## config.mk

```make
export PLATFORM = sky130hd
export DESIGN_NAME = sdr_general_receive
export DESIGN_NICKNAME = d
export VERILOG_FILES = /design/src/rtl/sdr_general_receive.sv
export SDC_FILE = /design/constraint.sdc
export NUM_CORES = 1
export LEC_CHECK = 0
export BUFFER_PORTS_ARGS = -buffer_cell sky130_fd_sc_hd__buf_4
export CAP_MARGIN = 20
export CORE_MARGIN = 2
export CORE_UTILIZATION = 30
export CTS_CLUSTER_DIAMETER = 80
export DETAILED_ROUTE_END_ITERATION = 12
export REMOVE_ABC_BUFFERS = 1
export SYNTH_ARGS = -nofsm -noshare
export SYNTH_HDL_FRONTEND = slang
export SYNTH_SLANG_ARGS = --single-unit
```

## constraint.sdc

```tcl
create_clock -name rx_clock -period 5.83 [get_ports rx_clock]
set_input_delay 1.166 -clock rx_clock [delete_from_list [all_inputs] [get_ports rx_clock]]
set_output_delay 1.166 -clock rx_clock [all_outputs]
set_load 0.01 [all_outputs]
```

## src/rtl/sdr_general_receive.sv

```systemverilog
// UDP payload receiver: decodes discovery / erase / program packets for a
// remote flash programmer, streams program bytes and tracks sequence numbers.
module sdr_general_receive #(
    parameter logic [15:0] PORT  = 16'd1024,
    parameter int unsigned BLOCK = 256
) (
    input  logic        rx_clock,
    input  logic        reset,
    input  logic        udp_rx_active,
    input  logic [7:0]  udp_rx_data,
    input  logic [15:0] to_port,
    input  logic        discovery_ACK,
    input  logic        erase_ACK,
    input  logic        send_more_ACK,
    output logic        discovery,
    output logic        erase,
    output logic        send_more,
    output logic [7:0]  prog_wrdata,
    output logic        prog_wrreq,
    output logic [31:0] sequence_number,
    output logic [15:0] checksum,
    output logic        seq_error
);

    localparam int unsigned CNT_W = ($clog2(BLOCK) > 2) ? $clog2(BLOCK) : 2;
    localparam logic [CNT_W-1:0] LAST_DATA = CNT_W'(BLOCK - 1);
    localparam logic [CNT_W-1:0] LAST_HDR  = CNT_W'(3);

    typedef enum logic [2:0] {
        IDLE, SEQ, CMD, SKIP, PLEN, PDATA, DONE
    } state_t;

    typedef enum logic [1:0] {
        CMD_NONE, CMD_DISC, CMD_ERASE, CMD_PROG
    } cmd_t;

    state_t           state_q;
    cmd_t             cmd_q;
    logic [CNT_W-1:0] cnt_q;
    logic [31:0]      seq_q;
    logic             active_q;
    logic             exp_valid_q;
    logic             disc_q;
    logic             erase_q;
    logic             send_more_q;
    logic [7:0]       wrdata_q;
    logic             wrreq_q;
    logic [31:0]      seq_num_q;
    logic [15:0]      checksum_q;
    logic             seq_err_q;

    // Packet parser, request flags and program-stream bookkeeping
    always_ff @(posedge rx_clock) begin
        if (reset) begin
            state_q     <= IDLE;
            cmd_q       <= CMD_NONE;
            cnt_q       <= '0;
            seq_q       <= '0;
            // Treat a packet already in flight as seen so its tail is ignored
            active_q    <= udp_rx_active;
            exp_valid_q <= 1'b0;
            disc_q      <= 1'b0;
            erase_q     <= 1'b0;
            send_more_q <= 1'b0;
            wrdata_q    <= '0;
            wrreq_q     <= 1'b0;
            seq_num_q   <= '0;
            checksum_q  <= '0;
            seq_err_q   <= 1'b0;
        end else begin
            active_q  <= udp_rx_active;
            wrreq_q   <= 1'b0;
            seq_err_q <= 1'b0;

            if (discovery_ACK) disc_q      <= 1'b0;
            if (erase_ACK)     erase_q     <= 1'b0;
            if (send_more_ACK) send_more_q <= 1'b0;

            if (state_q != IDLE && !udp_rx_active) begin
                // End of packet: later assignments let a set beat a same-cycle ACK
                state_q <= IDLE;
                case (cmd_q)
                    CMD_DISC: disc_q <= 1'b1;
                    CMD_ERASE: begin
                        erase_q     <= 1'b1;
                        checksum_q  <= '0;
                        exp_valid_q <= 1'b0;
                    end
                    default: ;
                endcase
                if (state_q == DONE) begin
                    seq_num_q   <= seq_q;
                    send_more_q <= 1'b1;
                    exp_valid_q <= 1'b1;
                    if (exp_valid_q && (seq_q != seq_num_q + 32'd1)) seq_err_q <= 1'b1;
                end
            end else begin
                case (state_q)
                    IDLE: begin
                        if (udp_rx_active && !active_q && (to_port == PORT)) begin
                            seq_q   <= {24'h000000, udp_rx_data};
                            cnt_q   <= CNT_W'(1);
                            cmd_q   <= CMD_NONE;
                            state_q <= SEQ;
                        end
                    end
                    SEQ: begin
                        seq_q <= {seq_q[23:0], udp_rx_data};
                        if (cnt_q == LAST_HDR) begin
                            cnt_q   <= '0;
                            state_q <= CMD;
                        end else begin
                            cnt_q <= cnt_q + CNT_W'(1);
                        end
                    end
                    CMD: begin
                        case (udp_rx_data)
                            8'h02: begin cmd_q <= CMD_DISC;  state_q <= SKIP; end
                            8'h04: begin cmd_q <= CMD_ERASE; state_q <= SKIP; end
                            8'h05: begin cmd_q <= CMD_PROG;  state_q <= PLEN; end
                            default: state_q <= SKIP;
                        endcase
                    end
                    PLEN: begin
                        if (cnt_q == LAST_HDR) begin
                            cnt_q   <= '0;
                            state_q <= PDATA;
                        end else begin
                            cnt_q <= cnt_q + CNT_W'(1);
                        end
                    end
                    PDATA: begin
                        wrreq_q    <= 1'b1;
                        wrdata_q   <= udp_rx_data;
                        checksum_q <= checksum_q + 16'(udp_rx_data);
                        if (cnt_q == LAST_DATA) begin
                            state_q <= DONE;
                        end else begin
                            cnt_q <= cnt_q + CNT_W'(1);
                        end
                    end
                    default: ;
                endcase
            end
        end
    end

    assign discovery       = disc_q;
    assign erase           = erase_q;
    assign send_more       = send_more_q;
    assign prog_wrdata     = wrdata_q;
    assign prog_wrreq      = wrreq_q;
    assign sequence_number = seq_num_q;
    assign checksum        = checksum_q;
    assign seq_error       = seq_err_q;

endmodule

```

# Word level (Yosys, flattened, before mapping)
# Index checks and enable logic that the tools add are counted.
[classes] n_eq_ne=21 n_shift=0 bitwise_logic=2 reduce_logical=25 multipliers=0 div=0 n_addsub=3 n_lt_le_gt_ge=0 mux=31
[ops] operator="$pmux 32 s2" count=1
[ops] operator="$mux 16" count=3
[ops] operator="$add 32x1->32 const B" count=1
[ops] operator="$mux 32" count=1
[ops] operator="$ne 32x32->1" count=1
[ops] operator="$mux 8" count=3
[ops] operator="$pmux 8 s3" count=1
[ops] operator="$add 16x8->16" count=1
[ops] operator="$eq 16x11->1 const B" count=1
[ops] operator="$eq 8x2->1 const B" count=2
[ops] operator="$eq 8x3->1 const B" count=2
[ops] operator="$mux 3" count=5
[ops] operator="$pmux 3 s5" count=1
[ops] operator="$mux 1" count=13
[ops] operator="$ne 2x2->1 const B" count=5
[ops] operator="$eq 3x3->1 const B" count=3
[ops] operator="$add 8x1->8 const B" count=1
[ops] operator="$eq 8x8->1 const B" count=1
[ops] operator="$reduce_and 2->1" count=4
[ops] operator="$reduce_and 4->1" count=2
[ops] operator="$reduce_bool 2->1" count=4
[ops] operator="$pmux 2 s3" count=1
[ops] operator="$reduce_bool 3->1" count=2
[ops] operator="$reduce_and 5->1" count=1
[ops] operator="other kinds (16)" count=22
[totals] inputBits=30 register_bits=108 latch_bits=0 mem_count=0 ram_bits=0 romBits=0 output_inout_bits=61

# Depth between registers and ports, before layout
# Gate-level depths: netlist of the first run.
[depth] ltp_word=5 depth_mapped=10 mapped_depth_nobuf=10

# Least setup slack after synthesis of the first run
# No wires, ideal clock.
[synth_timing] path_type="in2reg" start="input udp_rx_data[0]" end="register checksum_q[12], in the netlist checksum[12]" t_arrival_ps=3171 n_path_buf=0 setup_slack_ps=2594 stages=10 setup_time_ps=65 cell_sequence="ha_1 > inv_1 > fa_1 > nor2b_1 > o21ai_0 > a21boi_0 > o21ai_0 > a2111oi_0 > mux2_2 > nor2_1"
[synth_between] elab_chain_cells=3
[synth_rtl] element="start: declaration" line="10" text="input logic [7:0] udp_rx_data,"
[synth_rtl] element="$add 16x8->16" line="135" text="checksum_q <= checksum_q + 16'(udp_rx_data);"
[synth_rtl] element="$mux 16" line="98" text="case (state_q)"
[synth_rtl] element="$mux 16" line="79" text="if (state_q != IDLE && !udp_rx_active) begin"
[synth_rtl] element="end signal: assignment" line="135"
[synth_rtl] element="end: declaration" line="49" text="logic [15:0] checksum_q;"
# No other way between the ends. The select of a mux whose other input is x is not followed.
# A chain may end at the register's enable or synchronous reset.

# Final worst setup path of the first run
[layout_timing] start="input udp_rx_data[0]" end="register checksum_q[14], in the netlist checksum[14]"
# The elaborated chain is that of the path after synthesis.

==> summary.log, run 1 <==
qor: finish.drive_above_1_share 0.157
qor: setup_path.data_required_time_at_the_worst_endpoint 6120 ps
qor: placed_design.hpwl_after_detailed_placement 11100 um
qor: timing.drv_slew 0
qor: timing.postLayoutSetupSlackWorst 2460 ps
qor: hold_path.worst_hold_path_type reg2reg
qor: timing.finalHoldWorstSlack 457 ps
qor: route.vias_per_cell 5.28
qor: route.post-route-drc-count 0
qor: global_routing.grt_max_degree 74
qor: finish.finish.utilization 0.368
qor: global_routing.antenna_found_initial 0
qor: yosys.synth_enable_flop_cells 0
qor: finish.synthToLayoutAreaGrowth 20.7%
qor: timing.finalHoldViolCount 0
qor: yosys.seq_area_frac_synth 0.380
qor: pwr.leakage 2.52 nW
qor: timing.slew_headroom 0.313
qor: timing.timing.setup.tns 0 ps
qor: yosys.postSynthRegisterBits 108
qor: yosys.netlist_top_cells_count nand2_1, dfxtp_1, a21oi_1
qor: die.design.portCount 91
qor: yosys.postSynth.topFlopCell dfxtp_1
qor: job.timing.max_cap.violations 0
qor: outcome.status finished clean
qor: die.die-width 142 um
qor: setup_path.worstSetupPathType in2reg
qor: clock_tree.cts_hold_repair.buffers 0
qor: pwr.pwr_density_cell 213 nW/um^2
qor: clock_tree.cts_tree built
qor: timing.fin_worst_skew 9.60 ps
qor: timing.final_min_period_over_clock_period 0.578
qor: timing.timing.final.crit_period 3370 ps
qor: yosys.yosys.area.top_type_share 0.380
qor: yosys.synth_cell_types 57
qor: global_routing.grt_pass1_vias 5096
qor: timing.setup_violations 0
qor: clock_tree.cts_post_setup_buffers_inserted 0
qor: route.wire_per_inst 15.2 um
qor: yosys.ys_async_sr_fraction 0
qor: placed_design.dp_worst_setup_slack 2090 ps
qor: global_routing.grt_usage 0.157
qor: route.first_pass_iters 5
qor: route.dr_total_vias 5469
qor: timing.fmaxAchievable 297 MHz
qor: die.die-area 20100 um^2
qor: clock_tree.cts.clk_slew.worst_paths 70 ps
qor: clock_tree.cts-root-to-sink-buffers 2
qor: clock_tree.cts_inserted_buffers 9
qor: yosys.post_synth.cell_area_avg 7.81 um^2
qor: clock_tree.worst_skew_pair.late_latency 360 ps
qor: timing.rsz0062_at_grt false
qor: yosys.synth_area 5680 um^2
qor: die.initial_utilization 0.305
qor: finish.num-fill-cells 1981
qor: placed_design.buffer_ports.inserted 90
qor: yosys.area_contributors_post_synth dfxtp_1, nand2_1, a21oi_1, xnor2_1, nand4_1
qor: global_routing.wire_length_of_the_first_global_routing_pass 25700 um
qor: die.fp.coreArea 18600 um^2
qor: finish.number_of_nets_in_the_finished_design 838
qor: route.drt-total-wl 15800 um
qor: placed_design.dpl_cell_area 6560 um^2
qor: die.core.rowCount 50
qor: yosys.postSynthCellCount 728
qor: setup_path.critical_path.max_fanout 6
qor: die.die-height 142 um
qor: yosys.post-synth-top-count-cell nand2_1
qor: yosys.synthesis.yosys.warnings 0
qor: setup_path.cp.arrival 3660 ps
qor: pwr.vdd.ir_drop.worst 146 uV
qor: global_routing.overflow 0
qor: clock_tree.resized_gates_after_cts 0
qor: setup_path.timing.critical_path.from_type input port
qor: finish.finish.instance_area 6860 um^2
qor: finish.num_antenna_cells 0
qor: setup_path.critPathCaptureType flop
qor: timing.actual_transition_at_the_worst_max_transition_pin 1020 ps
qor: clock_tree.cts-htree-levels 3
qor: route.dr.first_iter.drc_count 355
qor: clock_tree.cts.root.buffer_cell clkbuf_16
qor: yosys.synth_top_area_cell dfxtp_1
qor: clock_tree.tritoncts_num_sinks 108
qor: placed_design.place.gp.congestion 0.867
qor: route.detail-route-antenna-nets 0
per-layer routing:
metal / share of wire / track usage / wire length [um]
met1: 0.48 / 0.211 / 7530
met2: 0.46 / 0.254 / 7220
met3: 0.055 / 0.0408 / 863
met4: 0.011 / 0.0342 / 177
met5: 0 / 0 / 0
logic make-up (layout without fill, tap and decap cells):
| family | after synthesis | after routing | share of synthesized area |
|---|---|---|---|
| compound gates | 151 | 151 | 0.158 |
| xor+xnor | 52 | 52 | 0.0801 |
| fa+ha+maj | 11 | 11 | 0.0255 |
| buf+inv | 53 | 127 | 0.0357 |
| flops | 108 | 108 | 0.380 |
| mux | 16 | 16 | 0.0291 |
| simple gates | 337 | 337 | 0.291 |
flip-flops by register name (all words and copies together) (netlist names):
register / cells
erase: 1
seq_q: 32
checksum: 16
active_q: 1
prog_wrdata: 8
cnt_q: 8
discovery: 1
sequence_number: 32
seq_error: 1
exp_valid_q: 1
state_q: 3
cmd_q: 2
send_more: 1
prog_wrreq: 1
placed cells by master, fill, tap and decap left out, types with 4 or more instances in the layout:
master     count
nand2_1      141
a211oi_1       5
clkbuf_16      9
nor3_1        23
and3_1         9
a31oi_1        8
mux2_2         4
xor2_1        23
a22o_1         5
xnor2_1       29
and2_1         8
buf_4         97
dfxtp_1      108
inv_1         14
o21ai_0       10
nor2_1        43
ha_1          10
mux2i_1       12
nand3b_1       6
nor2b_1       10
nand3_1       17
nor4_1        13
a21oi_1       92
or4_1          5
nand4_1       39
nand2b_1       6
critical path, cell delays in order:
cell and delay (ps):
buf_4 120, ha_1 170, inv_1 50, fa_1 370, nor2b_1 170, o21ai_0 110
a21boi_0 250, o21ai_0 270, a2111oi_0 520, mux2_2 390, nor2_1 70
cell type report:
cell class	instances	area, um^2	share of cell area
clock buffer	11	243	0.0354
clock inverter	5	60.1	0.00875
inverter	14	52.6	0.00766
multi-input combinational	567	3320	0.484
sequential	108	2160	0.315
tap	234	293	0.0427
timing repair buffer	97	728	0.106
final timing paths:
check | startpoint | depth (start not counted) | endpoint | slack, ps
min reg2reg | prog_wrdata[5] | 2 | prog_wrdata[5] | 460
max | udp_rx_data[0] | 11 | checksum[14] | 2460
max reg2reg | sequence_number[8] | 7 | seq_error | 2900
min | prog_wrdata[5] | 2 | prog_wrdata[5] | 460
per-stage QoR:
step           instances  power (mW)
3_3_place_gp        1020       0.846
3_5_place_dp        1020       0.846
5_1_grt             1036        1.52
6_report            1036        1.46
2_1_floorplan        689       0.798
4_1_cts             1036        1.48
where the power goes:
part	leakage [nW]	switching, mW	internal, mW
Combinational	1.50	0.0534	0.0302
Sequential	0.870	0.00498	0.741
Clock	0.146	0.288	0.347
Power figures use the tool's default switching activity.
==> inputs of run 2 (changes only) <==
--- a/config.mk
+++ b/config.mk
@@ -5,6 +5,7 @@
 export SDC_FILE = /design/constraint.sdc
 export NUM_CORES = 1
 export LEC_CHECK = 0
+export ABC_AREA = 1
 export BUFFER_PORTS_ARGS = -buffer_cell sky130_fd_sc_hd__buf_4
 export CAP_MARGIN = 20
 export CORE_MARGIN = 2
==> constraint.sdc (replaced) <==
create_clock -name rx_clock -period 3.1 [get_ports rx_clock]
set_input_delay 0.62 -clock rx_clock [delete_from_list [all_inputs] [get_ports rx_clock]]
set_output_delay 0.62 -clock rx_clock [all_outputs]
set_load 0.01 [all_outputs]
==> run 2 against run 1 <==
Area after synthesis increased by 7.9%. Count of clock-buffer cells in the layout rose by 1. Clock power increased by 67%. Die area rose by 7.7%. Sequential share of layout area shrank 2.1 points. Global-route usage increased by 1.1 points. Via count is 13% higher. First-iteration DRC count decreased by 11%. Routed wire length rose by 12%. Clock skew shrank 4.3 ps. Setup slack lost 1600 ps. Critical path type is now reg2reg. Critical endpoint unchanged. Largest power group unchanged.
==> summary.log, run 2 <==
qor: route.vias_per_cell 4.81
qor: finish.leading_cell_types_in_the_layout_fill_and_taps_excluded nand2_1, nor2_1, dfxtp_1
qor: finish.num_antenna_cells 0
qor: clock_tree.cts-htree-levels 3
qor: clock_tree.resized_gates_after_cts 0
qor: global_routing.wire_length_of_the_first_global_routing_pass 29200 um
qor: placed_design.hpwl_after_detailed_placement 13200 um
qor: yosys.post-synth-top-count-cell nand2_1
qor: setup_path.critical_path.max_fanout 6
qor: timing.timing.final.crit_period 2280 ps
qor: route.dr.first_iter.drc_count 315
qor: hold_path.worst_hold_path_type in2reg
qor: route.detail-route-antenna-nets 0
qor: finish.number_of_nets_in_the_finished_design 1051
qor: clock_tree.cts.root.buffer_cell clkbuf_16
qor: die.fp.coreArea 20200 um^2
qor: clock_tree.cts.clk_slew.worst_paths 70 ps
qor: timing.timing.setup.tns 0 ps
qor: placed_design.place.gp.congestion 0.836
qor: timing.postLayoutSetupSlackWorst 823 ps
qor: timing.fmaxAchievable 439 MHz
qor: setup_path.critPathSlowestCell fa_1
qor: hold_path.hold_wc_startpoint udp_rx_active
qor: setup_path.r2r_setup_slack 820 ps
qor: route.wire_per_inst 13.8 um
qor: yosys.ys_async_sr_fraction 0
qor: clock_tree.cts_post_setup_buffers_inserted 0
qor: global_routing.grt_max_degree 37
qor: pwr.vdd.ir_drop.worst 276 uV
qor: outcome.status finished clean
qor: yosys.synth_enable_flop_cells 0
qor: clock_tree.cts_hold_repair.buffers 0
qor: yosys.postSynth.topFlopCell dfxtp_1
qor: finish.finish.instance_area 7340 um^2
qor: yosys.synth_area 6130 um^2
qor: finish.layout.cells.most_common nand2_1
qor: global_routing.overflow 0
qor: timing.fin_worst_skew 5.34 ps
qor: setup_path.timing.critical_path.from_type flop
qor: global_routing.antenna_found_initial 0
qor: placed_design.dp_worst_setup_slack 491 ps
qor: setup_path.critPathBufInv 1
qor: finish.finish.utilization 0.364
qor: timing.actual_transition_at_the_worst_max_transition_pin 760 ps
qor: yosys.synth_cell_types 44
qor: setup_path.timing.critical_path.slowest_cell_delay 400 ps
qor: setup_path.critPathTopFamily simple AND/OR/NAND/NOR gates
qor: timing.finalHoldViolCount 0
qor: setup_path.cp.arrival 2520 ps
qor: pwr.report.power.total 2.88 mW
qor: global_routing.grt_pass1_vias 5808
qor: hold_path.worst_hold_path.num_cells 1
qor: timing.slew_headroom 0.489
qor: pwr.leakage 3.07 nW
qor: setup_path.data_required_time_at_the_worst_endpoint 3350 ps
qor: timing.drv_slew 0
qor: clock_tree.cts-root-to-sink-buffers 2
qor: placed_design.dpl_cell_area 7090 um^2
qor: yosys.netlist_top_cells_count nand2_1, nor2_1, dfxtp_1
qor: hold_path.worstHoldEndpoint active_q
qor: clock_tree.worst_skew_pair.late_latency 350 ps
qor: yosys.yosys.area.top_type_share 0.353
qor: die.die-width 147 um
qor: yosys.postSynthRegisterBits 108
qor: setup_path.worstPathCellList ha_1 > inv_1 > fa_1 > nand3b_1 > nand2_1 > nand2_1 > nand2_1 > nand2_1 > o21ai_1 > nand3_1 > nor2_2 > nand3_1 > nand2_1 > a21oi_1
qor: setup_path.cells_on_worst_reg2reg_path 14
qor: timing.rsz0062_at_grt false
qor: yosys.area_contributors_post_synth dfxtp_1, nand2_1, a21oi_1, nor2_1, nand3_1
qor: global_routing.grt_usage 0.168
qor: setup_path.critPathMostFrequentCell nand2_1
qor: clock_tree.tritoncts_num_sinks 108
qor: die.die-height 147 um
qor: finish.drive_above_1_share 0.150
qor: finish.synthToLayoutAreaGrowth 19.7%
qor: route.first_pass_iters 5
qor: route.drt-total-wl 17700 um
qor: route.dr_total_vias 6175
qor: placed_design.buffer_ports.inserted 90
qor: clock_tree.cts_inserted_buffers 9
qor: job.timing.max_cap.violations 0
qor: yosys.post_synth.cell_area_avg 6.62 um^2
qor: setup_path.critPathCaptureType flop
qor: timing.setup_violations 0
qor: die.core.rowCount 52
qor: yosys.synth_top_area_cell dfxtp_1
qor: yosys.seq_area_frac_synth 0.353
qor: die.die-area 21600 um^2
qor: clock_tree.cts_tree built
qor: timing.final_min_period_over_clock_period 0.734
qor: setup_path.end_of_the_worst_register_to_register_path checksum[14]
qor: route.post-route-drc-count 0
qor: yosys.postSynthCellCount 926
qor: pwr.pwr_density_cell 392 nW/um^2
qor: setup_path.worstSetupPathType reg2reg
qor: setup_path.worst_r2r_startpoint checksum[0]
qor: die.initial_utilization 0.304
qor: yosys.synthesis.yosys.warnings 0
qor: die.design.portCount 91
## run 2: changes by cell type after synthesis, moves of 10 or more
cell	change
mux2i_1	-12
o21ai_0	+42
nand3_1	+50
nand2_1	+107
nor2_1	+77
nand4_1	-33
clkbuf_1	-18
xnor2_1	-17
nor3_1	-22
inv_1	+63
nor2b_1	-10
## run 2: worst max-delay path by stage
stage	from	endpoint	depth (start not counted)
finish	checksum[0]	checksum[14]	14
detailed placement	udp_rx_data[0]	checksum[14]	15
floorplan	udp_rx_active	sequence_number[5]	4
CTS	checksum[0]	checksum[14]	14
global route	checksum[0]	checksum[12]	13
global placement	udp_rx_data[0]	checksum[14]	15
## run 2: power breakdown
group / switching (mW) / total [mW] / internal [mW]
Clock: 0.517 / 1.06 / 0.539
Combinational: 0.240 / 0.364 / 0.124
Sequential: 0.0335 / 1.46 / 1.43
Total: 0.790 / 2.88 / 2.09
## run 2: cell families (layout without fill, tap and decap cells)
logic type                 Yosys count  count (layout)  share of synthesized area
xor gates and xnor gates            29              29                     0.0414
and+or+nand+nor                    490             490                      0.351
DFF                                108             108                      0.353
adders and majority gates           11              11                     0.0237
buffers and inverters              111             199                     0.0720
AOI/OAI and AO/OA                  177             177                      0.159
## run 2: worst register-to-register path, cell delays in order (launching register included)
cell and delay [ps]:
dfxtp_1 360, ha_1 150, inv_1 60, fa_1 400, nand3b_1 170, nand2_1 90, nand2_1 70, nand2_1 80
nand2_1 70, o21ai_1 190, nand3_1 110, nor2_2 220, nand3_1 100, nand2_1 70, a21oi_1 40
## run 2: final cells by class
cell class	instances	area, um^2
inverter	85	319
multi-input combinational	707	3530
clock inverter	3	15.0
sequential	108	2160
fill	2208	12800
tap	270	338
clock buffer	12	236
timing repair buffer	99	743
## run 2: per-stage QoR
| stage | instances | hold WS [ps] |
|---|---|---|
| 3_5_place_dp | 1269 | 457 |
| 4_1_cts | 1284 | 447 |
| 3_3_place_gp | 1269 | 450 |
| 5_1_grt | 1284 | 447 |
| 6_report | 1284 | 463 |
| 2_1_floorplan | 900 | 435 |
## run 2: routing by layer
| metal | global-route usage | share of wire | vias to the layer above |
|---|---|---|---|
| met1 | 0.228 | 0.49 | 2783 |
| met5 | 0 | 0 | - |
| met4 | 0.0399 | 0.012 | 0 |
| met3 | 0.0453 | 0.066 | 15 |
| met2 | 0.267 | 0.44 | 189 |
| li1 | - | - | 3188 |
==> inputs of run 3 (changes only) <==
==> constraint.sdc (replaced) <==
create_clock -name rx_clock -period 1.8 [get_ports rx_clock]
set_input_delay 0.36 -clock rx_clock [delete_from_list [all_inputs] [get_ports rx_clock]]
set_output_delay 0.36 -clock rx_clock [all_outputs]
set_load 0.01 [all_outputs]
==> run 3 against run 2 <==
The run now ends with setup timing left. Flip-flop and latch count stayed put. Clock power grew 82%. Via count is 10% higher. Critical path depth stayed put. Sequential power is 72% higher. Worst hold slack got worse by 270 ps. Largest cell class unchanged. Power grew 80%. First-iteration DRC count increased by 21%. Final area grew 17%. Global-route usage increased by 1.4 points.
==> summary.log, run 3 (synthesized netlist as in run 2, its figures left out) <==
qor: route.drt-total-wl 19500 um
qor: setup_path.worstSetupPathType reg2reg
qor: clock_tree.worst_skew_pair.late_latency 360 ps
qor: hold_path.worst_hold_path_type in2reg
qor: finish.num_antenna_cells 0
qor: pwr.vdd.ir_drop.worst 454 uV
qor: route.wire_per_inst 13.8 um
qor: clock_tree.cts.root.buffer_cell clkbuf_16
qor: placed_design.place.gp.congestion 0.891
qor: outcome.status finished, violations left
qor: job.timing.max_cap.violations 0
qor: finish.regArea 2180 um^2
qor: route.dr.first_iter.drc_count 380
qor: die.die-height 147 um
qor: die.core.rowCount 52
qor: timing.drv_slew 0
qor: timing.timing.final.crit_period 2020 ps
qor: timing.fin_worst_skew 13.2 ps
qor: global_routing.overflow 0
qor: clock_tree.cts.clk_slew.worst_paths 80 ps
qor: setup_path.cp.arrival 2280 ps
qor: setup_path.critical_path.max_fanout 2
qor: finish.finalNonFillerCells 1410
qor: clock_tree.cts_inserted_buffers 9
qor: global_routing.wire_length_of_the_first_global_routing_pass 31600 um
qor: pwr.sw_frac 0.281
qor: timing.rsz0062_at_grt true
qor: global_routing.antenna_found_initial 0
qor: finish.number_of_nets_in_the_finished_design 1176
qor: die.die-area 21600 um^2
qor: die.design.portCount 91
qor: route.first_pass_iters 6
qor: finish.synthToLayoutAreaGrowth 40.3%
qor: global_routing.grt_usage 0.182
qor: clock_tree.cts-htree-levels 3
qor: timing.final_min_period_over_clock_period 1.12
qor: route.post-route-drc-count 0
qor: placed_design.buffer_ports.inserted 90
qor: pwr.power.clock.fraction 0.372
qor: clock_tree.tritoncts_num_sinks 108
qor: setup_path.data_required_time_at_the_worst_endpoint 2060 ps
qor: pwr.report.power.total 5.20 mW
qor: die.die-width 147 um
qor: die.initial_utilization 0.304
qor: timing.postLayoutSetupSlackWorst -221 ps
qor: placed_design.number_of_cells_in_the_design_after_placement 1378
qor: setup_path.timing.critical_path.from_type flop
qor: pwr.power.switching 1.46 mW
qor: route.dr_total_vias 6795
qor: pwr.power.combinational.fraction 0.144
qor: clock_tree.cts_tree built
qor: route.vias_per_cell 4.82
qor: timing.finalHoldViolCount 0
qor: finish.num-fill-cells 2140
qor: finish.leading_cell_types_in_the_layout_fill_and_taps_excluded nand2_1, buf_4, nor2_1
qor: finish.area_of_the_multi_input_gates 3760 um^2
qor: outcome.violations setup timing
qor: timing.slew_headroom 0.721
qor: timing.fmaxAchievable 495 MHz
qor: pwr.leakage 3.76 nW
qor: global_routing.grt_pass1_vias 6296
qor: pwr.seq_power_share 0.484
qor: timing.actual_transition_at_the_worst_max_transition_pin 419 ps
qor: pwr.intPower 3.74 mW
qor: finish.layout.cells.most_common nand2_1
qor: clock_tree.cts_hold_repair.buffers 0
qor: pwr.pwr_density_cell 604 nW/um^2
qor: route.detail-route-antenna-nets 0
qor: global_routing.grt_max_degree 29
qor: finish.drive_above_1_share 0.297
qor: timing.setup_violations 6
qor: setup_path.critPathCaptureType flop
qor: die.fp.coreArea 20200 um^2
qor: placed_design.hpwl_after_detailed_placement 14700 um
qor: clock_tree.cts-root-to-sink-buffers 2
run 3: cell count changes in the layout (fill, tap and decap cells not counted), sizes merged:
cell / delta
clkbuf: -1
buf: +125
clkinvlp: +1
inv: +1
run 3: critical path: stages (launching register included):
cell and delay (ps):
dfxtp_2 340, ha_4 150, inv_2 60, fa_2 200, nand3b_1 120, nand2_2 70
buf_4 130, buf_6 100, buf_4 120, buf_4 120, buf_4 120, buf_4 120
buf_4 120, nor2_2 90, o21ai_1 60
run 3: area by class of cell:
class	instances	area share
clock buffer	11	0.0282
clock inverter	5	0.00407
inverter	85	0.0377
multi-input combinational	707	0.437
sequential	108	0.253
tap	270	0.0392
timing repair buffer	224	0.200
run 3: metrics by stage:
step	instance area [um^2]	worst slack (ps)	util	setup TNS, ps	hold slack, ps
global placement	7940	-447	0.393	-2880	450
finish	8610	-221	0.427	-1050	196
CTS	8410	-232	0.417	-936	185
global route	8610	-373	0.427	-1920	184
floorplan	6010	-559	-	-15970	388
detailed placement	7940	-509	0.393	-3920	460
run 3: repair_timing:
| item | CTS | global route |
|---|---|---|
| pin swaps | 8 | 21 |
| setup buffers | 9 | 8 |
| setup endpoints to repair | 7 | 33 |
| resized for setup | 43 | 36 |
run 3: routing by layer:
layer / GRT usage / part of all wire / vias up
met3: 0.0394 / 0.065 / 25
met4: 0.0514 / 0.022 / 0
li1: - / - / 3437
met5: 0 / 0 / -
met1: 0.245 / 0.46 / 3115
met2: 0.295 / 0.45 / 218
run 3: final timing paths:
kind | from | endpoint | slack (ps) | cells past startpoint
max | checksum[0] | checksum[4] | -220 | 14
min | udp_rx_active | active_q | 200 | 1
max reg2reg | checksum[0] | checksum[4] | -220 | 14
min reg2reg | exp_valid_q | exp_valid_q | 470 | 2
run 3: power by group through the flow:
stage               clock network, mW  logic, mW  registers [mW]
finish                           1.93      0.748            2.51
global route                     2.09      0.833            2.52
CTS                              2.00      0.716            2.52
detailed placement                  0      0.711            2.57
global placement                    0      0.705            2.57
floorplan                           0      0.387            2.57
